$ cat config.mk
export PLATFORM = sky130hd
export DESIGN_NAME = alu_seq
export DESIGN_NICKNAME = d
export VERILOG_FILES = /design/src/rtl/alu_seq.sv
export SDC_FILE = /design/constraint.sdc
export NUM_CORES = 1
export LEC_CHECK = 0
export ABC_AREA = 1
export CORE_ASPECT_RATIO = 1.75
export CORE_UTILIZATION = 61
export CTS_CLUSTER_DIAMETER = 50
export DETAILED_ROUTE_END_ITERATION = 12
export HOLD_SLACK_MARGIN = 0.02
export PLACE_DENSITY_LB_ADDON = 0.25
export SLEW_MARGIN = 0
export SYNTH_ARGS = -nofsm -noshare
export SYNTH_HDL_FRONTEND = slang
export SYNTH_SLANG_ARGS = --single-unit
$ cat constraint.sdc
create_clock -name clk -period 3.95 [get_ports clk]
set_clock_uncertainty 0.2 [all_clocks]
set_input_delay 1.185 -clock clk [delete_from_list [all_inputs] [get_ports clk]]
set_output_delay 1.185 -clock clk [all_outputs]
set_load 0.01 [all_outputs]
$ cat src/rtl/alu_seq.sv
// Registered ALU with start/busy/done handshake: single-cycle logic/arith ops,
// WIDTH-step shift-add multiply and restoring divide, full Z/C/N/V/DZ flag set.
module alu_seq #(
    parameter int WIDTH = 10,
    parameter int IMM_W = 4,
    parameter int CNT_W = 4
) (
    input  logic             clk,
    input  logic             rst_n,
    input  logic             start,
    input  logic [3:0]       ALU_cntrl,
    input  logic [WIDTH-1:0] A,
    input  logic [WIDTH-1:0] B,
    input  logic [IMM_W-1:0] imm_num,
    output logic             busy,
    output logic             done,
    output logic [WIDTH-1:0] D_output,
    output logic [WIDTH-1:0] D_hi,
    output logic             Z,
    output logic             C,
    output logic             N,
    output logic             V,
    output logic             DZ
);

    localparam int M = WIDTH - 1;

    typedef enum logic [1:0] {IDLE, RUN, DONE} state_t;
    typedef enum logic [3:0] {
        OP_NOT = 4'b0000, OP_LT  = 4'b0001, OP_INC = 4'b0010, OP_DEC = 4'b0011,
        OP_ADD = 4'b0100, OP_SUB = 4'b0101, OP_AND = 4'b0110, OP_OR  = 4'b0111,
        OP_PAS = 4'b1000, OP_MUL = 4'b1001, OP_DIV = 4'b1010, OP_SHL = 4'b1011,
        OP_SHR = 4'b1100
    } op_t;

    state_t           state_q, state_d;
    logic [3:0]       op_q, op_d;
    logic [WIDTH-1:0] a_q, a_d, b_q, b_d, hi_q, hi_d, lo_q, lo_d;
    logic [IMM_W-1:0] imm_q, imm_d;
    logic [CNT_W-1:0] cnt_q, cnt_d;
    logic [WIDTH-1:0] dout_q, dout_d, dhi_q, dhi_d;
    logic             busy_q, busy_d, done_q, done_d;
    logic             z_q, z_d, c_q, c_d, n_q, n_d, v_q, v_d, dz_q, dz_d;

    logic [WIDTH-1:0] imm_ext, res_s, hi_s, div_sh;
    logic [WIDTH:0]   sum, tmp_l, tmp_r, mul_sum;
    logic             c_s, v_s, dz_s, div_ge;

    assign imm_ext = {{(WIDTH-IMM_W){1'b0}}, imm_q};

    always_comb begin : alu
        sum   = '0;
        tmp_l = {1'b0, a_q} << imm_q;
        tmp_r = {a_q, 1'b0} >> imm_q;
        res_s = a_q;
        hi_s  = '0;
        c_s   = 1'b0;
        v_s   = 1'b0;
        dz_s  = 1'b0;
        case (op_q)
            OP_NOT: res_s = ~a_q;
            OP_LT: begin
                c_s   = a_q < b_q;
                res_s = (a_q < b_q) ? '0 : WIDTH'(1);
            end
            OP_INC: begin
                sum   = {1'b0, a_q} + {1'b0, imm_ext};
                res_s = sum[M:0];
                c_s   = sum[WIDTH];
                v_s   = (a_q[M] == imm_ext[M]) && (sum[M] != a_q[M]);
            end
            OP_DEC: begin
                sum   = {1'b0, a_q} - {1'b0, imm_ext};
                res_s = sum[M:0];
                c_s   = sum[WIDTH];
                v_s   = (a_q[M] != imm_ext[M]) && (sum[M] != a_q[M]);
            end
            OP_ADD: begin
                sum   = {1'b0, a_q} + {1'b0, b_q};
                res_s = sum[M:0];
                c_s   = sum[WIDTH];
                v_s   = (a_q[M] == b_q[M]) && (sum[M] != a_q[M]);
            end
            OP_SUB: begin
                sum   = {1'b0, a_q} - {1'b0, b_q};
                res_s = sum[M:0];
                c_s   = sum[WIDTH];
                v_s   = (a_q[M] != b_q[M]) && (sum[M] != a_q[M]);
            end
            OP_AND: res_s = a_q & b_q;
            OP_OR:  res_s = a_q | b_q;
            OP_MUL: begin
                res_s = lo_q;
                hi_s  = hi_q;
            end
            OP_DIV: begin
                res_s = lo_q;
                hi_s  = hi_q;
                dz_s  = (b_q == '0);
            end
            // One guard bit beyond the word catches the last bit shifted out.
            OP_SHL: begin
                res_s = tmp_l[M:0];
                c_s   = tmp_l[WIDTH];
            end
            OP_SHR: begin
                res_s = tmp_r[WIDTH:1];
                c_s   = tmp_r[0];
            end
            default: res_s = a_q;
        endcase
    end

    // Divisor 0 always compares as "fits", yielding all-ones quotient and remainder A.
    assign mul_sum = {1'b0, hi_q} + (lo_q[0] ? {1'b0, a_q} : '0);
    assign div_sh  = {hi_q[M-1:0], lo_q[M]};
    assign div_ge  = {hi_q, lo_q[M]} >= {1'b0, b_q};

    always_comb begin : fsm
        state_d = state_q;
        op_d    = op_q;
        a_d     = a_q;
        b_d     = b_q;
        imm_d   = imm_q;
        hi_d    = hi_q;
        lo_d    = lo_q;
        cnt_d   = cnt_q;
        dout_d  = dout_q;
        dhi_d   = dhi_q;
        busy_d  = busy_q;
        done_d  = 1'b0;
        z_d     = z_q;
        c_d     = c_q;
        n_d     = n_q;
        v_d     = v_q;
        dz_d    = dz_q;
        case (state_q)
            IDLE: begin
                if (start && !done_q) begin
                    op_d   = ALU_cntrl;
                    a_d    = A;
                    b_d    = B;
                    imm_d  = imm_num;
                    busy_d = 1'b1;
                    cnt_d  = '0;
                    hi_d   = '0;
                    lo_d   = (ALU_cntrl == OP_DIV) ? A : B;
                    if (ALU_cntrl == OP_MUL || ALU_cntrl == OP_DIV) state_d = RUN;
                    else                                              state_d = DONE;
                end
            end
            RUN: begin
                if (op_q == OP_MUL) begin
                    hi_d = mul_sum[WIDTH:1];
                    lo_d = {mul_sum[0], lo_q[M:1]};
                end else begin
                    hi_d = div_ge ? (div_sh - b_q) : div_sh;
                    lo_d = {lo_q[M-1:0], div_ge};
                end
                cnt_d = cnt_q + CNT_W'(1);
                if (cnt_q == CNT_W'(WIDTH - 1)) state_d = DONE;
            end
            DONE: begin
                dout_d  = res_s;
                dhi_d   = hi_s;
                z_d     = (res_s == '0);
                n_d     = res_s[M];
                c_d     = c_s;
                v_d     = v_s;
                dz_d    = dz_s;
                busy_d  = 1'b0;
                done_d  = 1'b1;
                state_d = IDLE;
            end
            default: state_d = IDLE;
        endcase
    end

    always_ff @(posedge clk or negedge rst_n) begin
        if (!rst_n) begin
            state_q <= IDLE;
            op_q    <= '0;
            a_q     <= '0;
            b_q     <= '0;
            imm_q   <= '0;
            hi_q    <= '0;
            lo_q    <= '0;
            cnt_q   <= '0;
            dout_q  <= '0;
            dhi_q   <= '0;
            busy_q  <= 1'b0;
            done_q  <= 1'b0;
            z_q     <= 1'b0;
            c_q     <= 1'b0;
            n_q     <= 1'b0;
            v_q     <= 1'b0;
            dz_q    <= 1'b0;
        end else begin
            state_q <= state_d;
            op_q    <= op_d;
            a_q     <= a_d;
            b_q     <= b_d;
            imm_q   <= imm_d;
            hi_q    <= hi_d;
            lo_q    <= lo_d;
            cnt_q   <= cnt_d;
            dout_q  <= dout_d;
            dhi_q   <= dhi_d;
            busy_q  <= busy_d;
            done_q  <= done_d;
            z_q     <= z_d;
            c_q     <= c_d;
            n_q     <= n_d;
            v_q     <= v_d;
            dz_q    <= dz_d;
        end
    end

    assign busy     = busy_q;
    assign done     = done_q;
    assign D_output = dout_q;
    assign D_hi     = dhi_q;
    assign Z        = z_q;
    assign C        = c_q;
    assign N        = n_q;
    assign V        = v_q;
    assign DZ       = dz_q;

endmodule

# Word-level counts from Yosys, hierarchy flattened
# Cells that the tools add are included.
# Widths: inputs -> output; s select.
op_classes:
  add_sub_neg: 7
  order_cmp: 2
  eq_ne: 24
  shifts: 2
  mux: 24
  bitwise: 4
  reduce_logical: 18
ops:
  columns: ["op", "count"]
  rows:
  - ["$pmux 10 s11", 1]
  - ["$mux 10", 8]
  - ["$pmux 10 s2", 2]
  - ["$eq 4x4->1 const B", 7]
  - ["$add 10x10->11", 2]
  - ["$logic_not 10->1", 2]
  - ["$eq 4x3->1 const B", 4]
  - ["$add 10x4->11", 1]
  - ["$ge 11x10->1", 1]
  - ["$shl 10x4->11", 1]
  - ["$shr 11x4->11", 1]
  - ["$sub 10x10->11", 1]
  - ["$sub 10x4->11", 1]
  - ["$and 10x10->10", 1]
  - ["$lt 10x10->1", 1]
  - ["$not 10->10", 1]
  - ["$or 10x10->10", 1]
  - ["$sub 10x10->10", 1]
  - ["$eq 4x2->1 const B", 2]
  - ["$pmux 4 s2", 1]
  - ["$reduce_and 2->1", 4]
  - ["$pmux 1 s7", 1]
  - ["$mux 2", 3]
  - ["$logic_and 1x1->1", 5]
  - ["other kinds (19)", 28]
totals:
  register_bits: 81
  input_bits: 31
  elab_cells: 98

# Logic depth before layout (Yosys ltp)
# Gate-level depths: netlist (run 1).
logic_depth:
  depth_word: 5
  mapped_depth: 25
  depth_no_buf: 22

# Least setup slack after synthesis (run 1)
# No wires, ideal clock.
synth_path:
  path_kind: "reg2reg"
  from: "reg imm_q[2]"
  to: "reg z_q (netlist: Z)"
  setup_time_ns: 0.066
  t_arrival_ns: 2.840
  required_ns: 3.684
  slack_ns: 0.844
  path_stages_with_launch: 23
  n_path_buf: 3
  period_less_slack_ns: 3.106
  cell_sequence: "dfrtp_1 > buf_2 > clkinv_1 > buf_2 > ha_1 > buf_2 > nand2_1 > nand2_1 > a21oi_1 > nand3_1 > nor4_1 > ha_1 > nand2_1 > nand3_1 > nor2_1 > nand2_1 > a21oi_2 > nand3_1 > nand2_1 > nand2_1 > nor2_1 > nand3_1 > nand2_1"
synth_via:
  elab_chain_cells: 3
  elab_cells_between_ends: 6
  cone_classes: "add/sub: 2; shift: 2; mux: 1; reduce/logical: 1"
synth_lines:
  columns: ["item", "line", "source"]
  rows:
  - ["from (decl)", "39", "logic [IMM_W-1:0] imm_q, imm_d;"]
  - ["from (signal assigned)", "203", "imm_q <= imm_d;"]
  - ["$sub 10x4->11, or another cell as far along", "73", "sum = {1'b0, a_q} - {1'b0, imm_ext};"]
  - ["$pmux 10 s11 *", "60", "case (op_q)"]
  - ["$logic_not 10->1 *", "166", "z_d = (res_s == '0);"]
  - ["to (signal assigned)", "211", "z_q <= z_d;"]
  - ["to (decl)", "43", "logic z_q, z_d, c_q, c_d, n_q, n_d, v_q, v_d, dz_q, dz_d;"]
# Mark *: on every way between the ends. The rest lies on a longest branch, timed or not.
# A chain may end at the register's enable or synchronous reset.

# Worst setup path in the final report (run 1)
layout_path:
  from: "reg imm_q[3]"
  to: "reg z_q (netlist: Z)"
# The elaborated chain is that of the path after synthesis.

==> run summary, run 1 <==
ROUTE
-------------------------------------------------------------------------------------------------
Sum of routed wire segments on met1                                                      10100 um
Routed wl met3                                                                            3010 um
Iteration-0 DRC count of the detailed router                                                  996
Number of vias after detailed routing                                                        9086
Total detailed-routing wirelength                                                        30500 um
Highest metal layer with signal wires                                                        met4
Routed wire length on met2                                                               14300 um
Number of iterations in the first detailed-routing pass                                         5
Count of antenna-violating nets left after detailed routing                                     0
DRC violation count after routing                                                               0
WL per Instance                                                                           21.0 um
Routed via count divided by cell count                                                       6.26

LOGIC SYNTHESIS
-------------------------------------------------------------------------------------------------
Most common flop cell mapped by yosys                                                     dfrtp_1
Number of distinct library cell variants in the gate-level netlist after synthesis             46
Number of flops mapped to enable cells by yosys                                                 0
Synthesis-stage register bit count                                                             80
Library cell occupying the most area in the post-synthesis netlist                        dfrtp_1
Synthesis Warnings                                                                              0
Synth top cells by count                                                             nand2_1 (335), inv_1 (138), nand3_1 (132), nor2_1 (123), a21oi_1 (90)
Async set-reset flop share out of synthesis                                                  100%
Most frequently used cell type in the post-synthesis netlist                              nand2_1
Area of the mapped netlist                                                              7840 um^2
Cell count after synthesis                                                                   1235
Top cell type's share of synthesized area                                                   25.5%
Average cell area after synthesis                                                       6.35 um^2
Biggest area contributors in the synthesized netlist                                 dfrtp_1 (26%), nand2_1 (16%), ha_1 (10%)
Post-synth net total                                                                         1336
Share of the yosys chip area belonging to registers                                         25.5%

FINISH
-------------------------------------------------------------------------------------------------
Non-filler instance count after layout                                                       1452
Area taken by multi-input logic gates                                                   5050 um^2
Util after Layout                                                                           71.4%
Total of fill cells in the finished design                                                   1103
Number of diodes added for antenna fixing                                                       0
Proportion of layout cells with a drive suffix above 1                                      4.91%
FF/Latch Area                                                                           2000 um^2
Area Growth Syn to Fin                                                                      13.9%
Net count of the finished layout                                                             1381

FLOORPLAN
-------------------------------------------------------------------------------------------------
Total die area                                                                         13300 um^2
Die boundary width                                                                        87.7 um
Overall die height                                                                         152 um
Core footprint                                                                         12500 um^2
Number of placement rows                                                                       54
Top Ports                                                                                      58
Initial core utilization                                                                    62.7%

CLOCK NETWORK
-------------------------------------------------------------------------------------------------
Clk Latency, worst-skew pair                                                              0.34 ns
Number of resized instances in the post-cts repair step                                         0
Number of buffers between clock root and the deepest sink                                       2
Post-CTS Hold Buffers                                                                           0
Buffer count from post-CTS setup fixing                                                         0
CTS tree                                                                                    built
TritonCTS Buffers                                                                               9
Root buffer cell                                                                        clkbuf_16
Worst-path clk slew                                                                       0.07 ns
Number of levels the H-tree was split into                                                      3
Total number of clock tree sinks                                                               80

WORST SETUP PATH
-------------------------------------------------------------------------------------------------
Longest individual stage delay on the worst path                                          0.48 ns
Library cell appearing most often on the critical path                                    nand2_1
Max Fanout on Critical Path                                                                    13
Crit path arrival time                                                                    3.54 ns
Path type of the worst setup path                                                         reg2reg
Kind of capture point of the worst setup path                                                flop
Chain of cells forming the critical path                                             inv_1 -> ha_1 -> inv_1 -> nor2_1 -> nand2_1 -> nand3_1 -> nor4_1 -> ha_1 -> nand2_1 -> nand3_1 -> nor2_1 -> nand2_1 -> a21oi_2 -> nand3_1 -> nand2_1 -> nand2_1 -> nor2_1 -> nand3_1 -> nand2_1
Cell count of the worst reg-to-reg path                                                        19
Worst Setup Start Kind                                                                       flop
Required time reported for the critical path endpoint                                     4.03 ns
Highest-delay cell along the critical path                                                dfrtp_1

GLOBAL ROUTE
-------------------------------------------------------------------------------------------------
Maximum number of pins on one net before global-route repair                                   62
Overall overflow remaining after global route                                                   0
First-pass GRT wire length                                                               47200 um
Via count of the first global-routing pass                                                   8568
Initial antenna violation count                                                                 0
Overall global routing resource usage                                                       48.1%

PLACE
-------------------------------------------------------------------------------------------------
Post-DP HPWL                                                                             22500 um
Post-placement setup slack                                                               0.614 ns
Final weighted congestion in routability-driven placement                                    1.06
Quantity of I/O buffers inserted on ports                                                      57
Number of cells after detailed placement                                                     1437

TIMING
-------------------------------------------------------------------------------------------------
Worst setup margin                                                                       0.492 ns
Total Neg Setup Slack                                                                        0 ns
Final min period                                                                          3.46 ns
RSZ-0062 raised after global routing                                                           no
Max-slew violations                                                                             0
Setup Viol. Count Final                                                                         0
Final hold vios                                                                                 0
Tightest Pin Transition                                                                  0.924 ns
Slew margin rel.                                                                            37.7%
Peak Freq                                                                                 289 MHz
Fin crit share                                                                              87.5%

WORST HOLD PATH
-------------------------------------------------------------------------------------------------
Min-delay worst type                                                                      reg2reg
Number of cells on the worst hold path                                                          1

OUTCOME
-------------------------------------------------------------------------------------------------
Outcome                                                                              complete, no violations

RUN
-------------------------------------------------------------------------------------------------
Maximum capacitance violations                                                                  0

## worst max-delay path, delay by kind of cell (launching register included)
| kind | cells | cell delay (ns) |
|---|---|---|
| AOI/OAI and AO/OA | 1 | 0.10 |
| adders and majority gates | 2 | 0.72 |
| buffers and inverters | 2 | 0.61 |
| DFF | 1 | 0.48 |
| and+or+nand+nor | 14 | 1.26 |
## cells by family after synthesis
| kind of cell | count (synthesis) | synth area share, % |
|---|---|---|
| buf+inv | 197 | 10.0 |
| simple gates | 648 | 35.0 |
| compound gates | 225 | 16.0 |
| xor+xnor | 15 | 1.68 |
| flops | 80 | 25.5 |
| fa+ha+maj | 70 | 11.7 |
## metal layers
layer / up-vias / global-route usage (%)
li1: 4158 / -
met2: 554 / 75.7
met1: 4175 / 52.0
met4: 0 / 38.6
met5: - / 0
met3: 199 / 14.9
## sequential cells by signal (all words and copies together), names as in the netlist
name,cells
D_hi,10
D_output,10
a_q,10
b_q,10
hi_q,10
lo_q,10
cnt_q,4
imm_q,4
op_q,4
state_q,2
C,1
DZ,1
V,1
Z,1
busy,1
done,1
## final cells by class
| cell class | instances | area share, % |
|---|---|---|
| well taps | 168 | 2.35 |
| repair buffers | 80 | 8.44 |
| clock inverters | 6 | 1.30 |
| inverters | 151 | 6.35 |
| multi-input cells | 958 | 56.6 |
| clock buffers | 9 | 2.52 |
| flip-flops and latches | 80 | 22.4 |
## cells in the final DEF (no fill, tap or decap), drive strengths merged
master	Yosys	routed
a211oi	1	1
a21boi	1	1
a21o	1	1
a21oi	94	94
a221oi	2	2
a22o	3	3
a31oi	14	14
a32o	2	2
and2	1	1
and3	1	1
buf	24	24
bufinv	0	3
clkbuf	22	9
clkdlybuf4s50	0	56
clkinv	5	6
dfrtp	80	80
fa	6	6
ha	64	64
inv	146	148
nand2	339	339
nand3	134	134
nand3b	3	3
nand4	22	22
nor2	128	128
nor3	13	13
nor4	4	4
o211ai	11	11
o21ai	81	81
o21bai	3	3
o221ai	2	2
o22ai	6	6
o31ai	4	4
or2	2	2
or3	1	1
xnor2	8	8
xor2	7	7
## path summary, 6_finish.rpt
path,start,to,slack [ns]
min in group asynchronous,rst_n,imm_q[1]$_DFFE_PN0P_,0.73
hold / removal,cnt_q[3]$_DFFE_PN0P_,cnt_q[3]$_DFFE_PN0P_,0.27
setup / recovery,imm_q[3]$_DFFE_PN0P_,Z$_DFFE_PN0P_,0.49
hold reg to reg,cnt_q[3]$_DFFE_PN0P_,cnt_q[3]$_DFFE_PN0P_,0.27
max in group asynchronous,rst_n,hi_q[1]$_DFFE_PN0P_,2.08
setup reg to reg,imm_q[3]$_DFFE_PN0P_,Z$_DFFE_PN0P_,0.49
## through the flow
stage | hold WS, ns | area [um^2]
global route | 0.303 | 8930
floorplan | 0.240 | 7840
finish | 0.274 | 8930
global placement | 0.259 | 8580
CTS | 0.274 | 8930
detailed placement | 0.265 | 8580
Power of run 1 is not shown: default switching activity piles up to over one toggle a cycle in this logic, so the estimate is an artifact.
==> run 2, diff against run 1 <==
- SKIP_CTS_REPAIR_TIMING: not set -> 1
==> results of run 2 <==
Final layout, timing and power as in run 1 (identical DEF).
Power of run 2 is left out for the same reason.
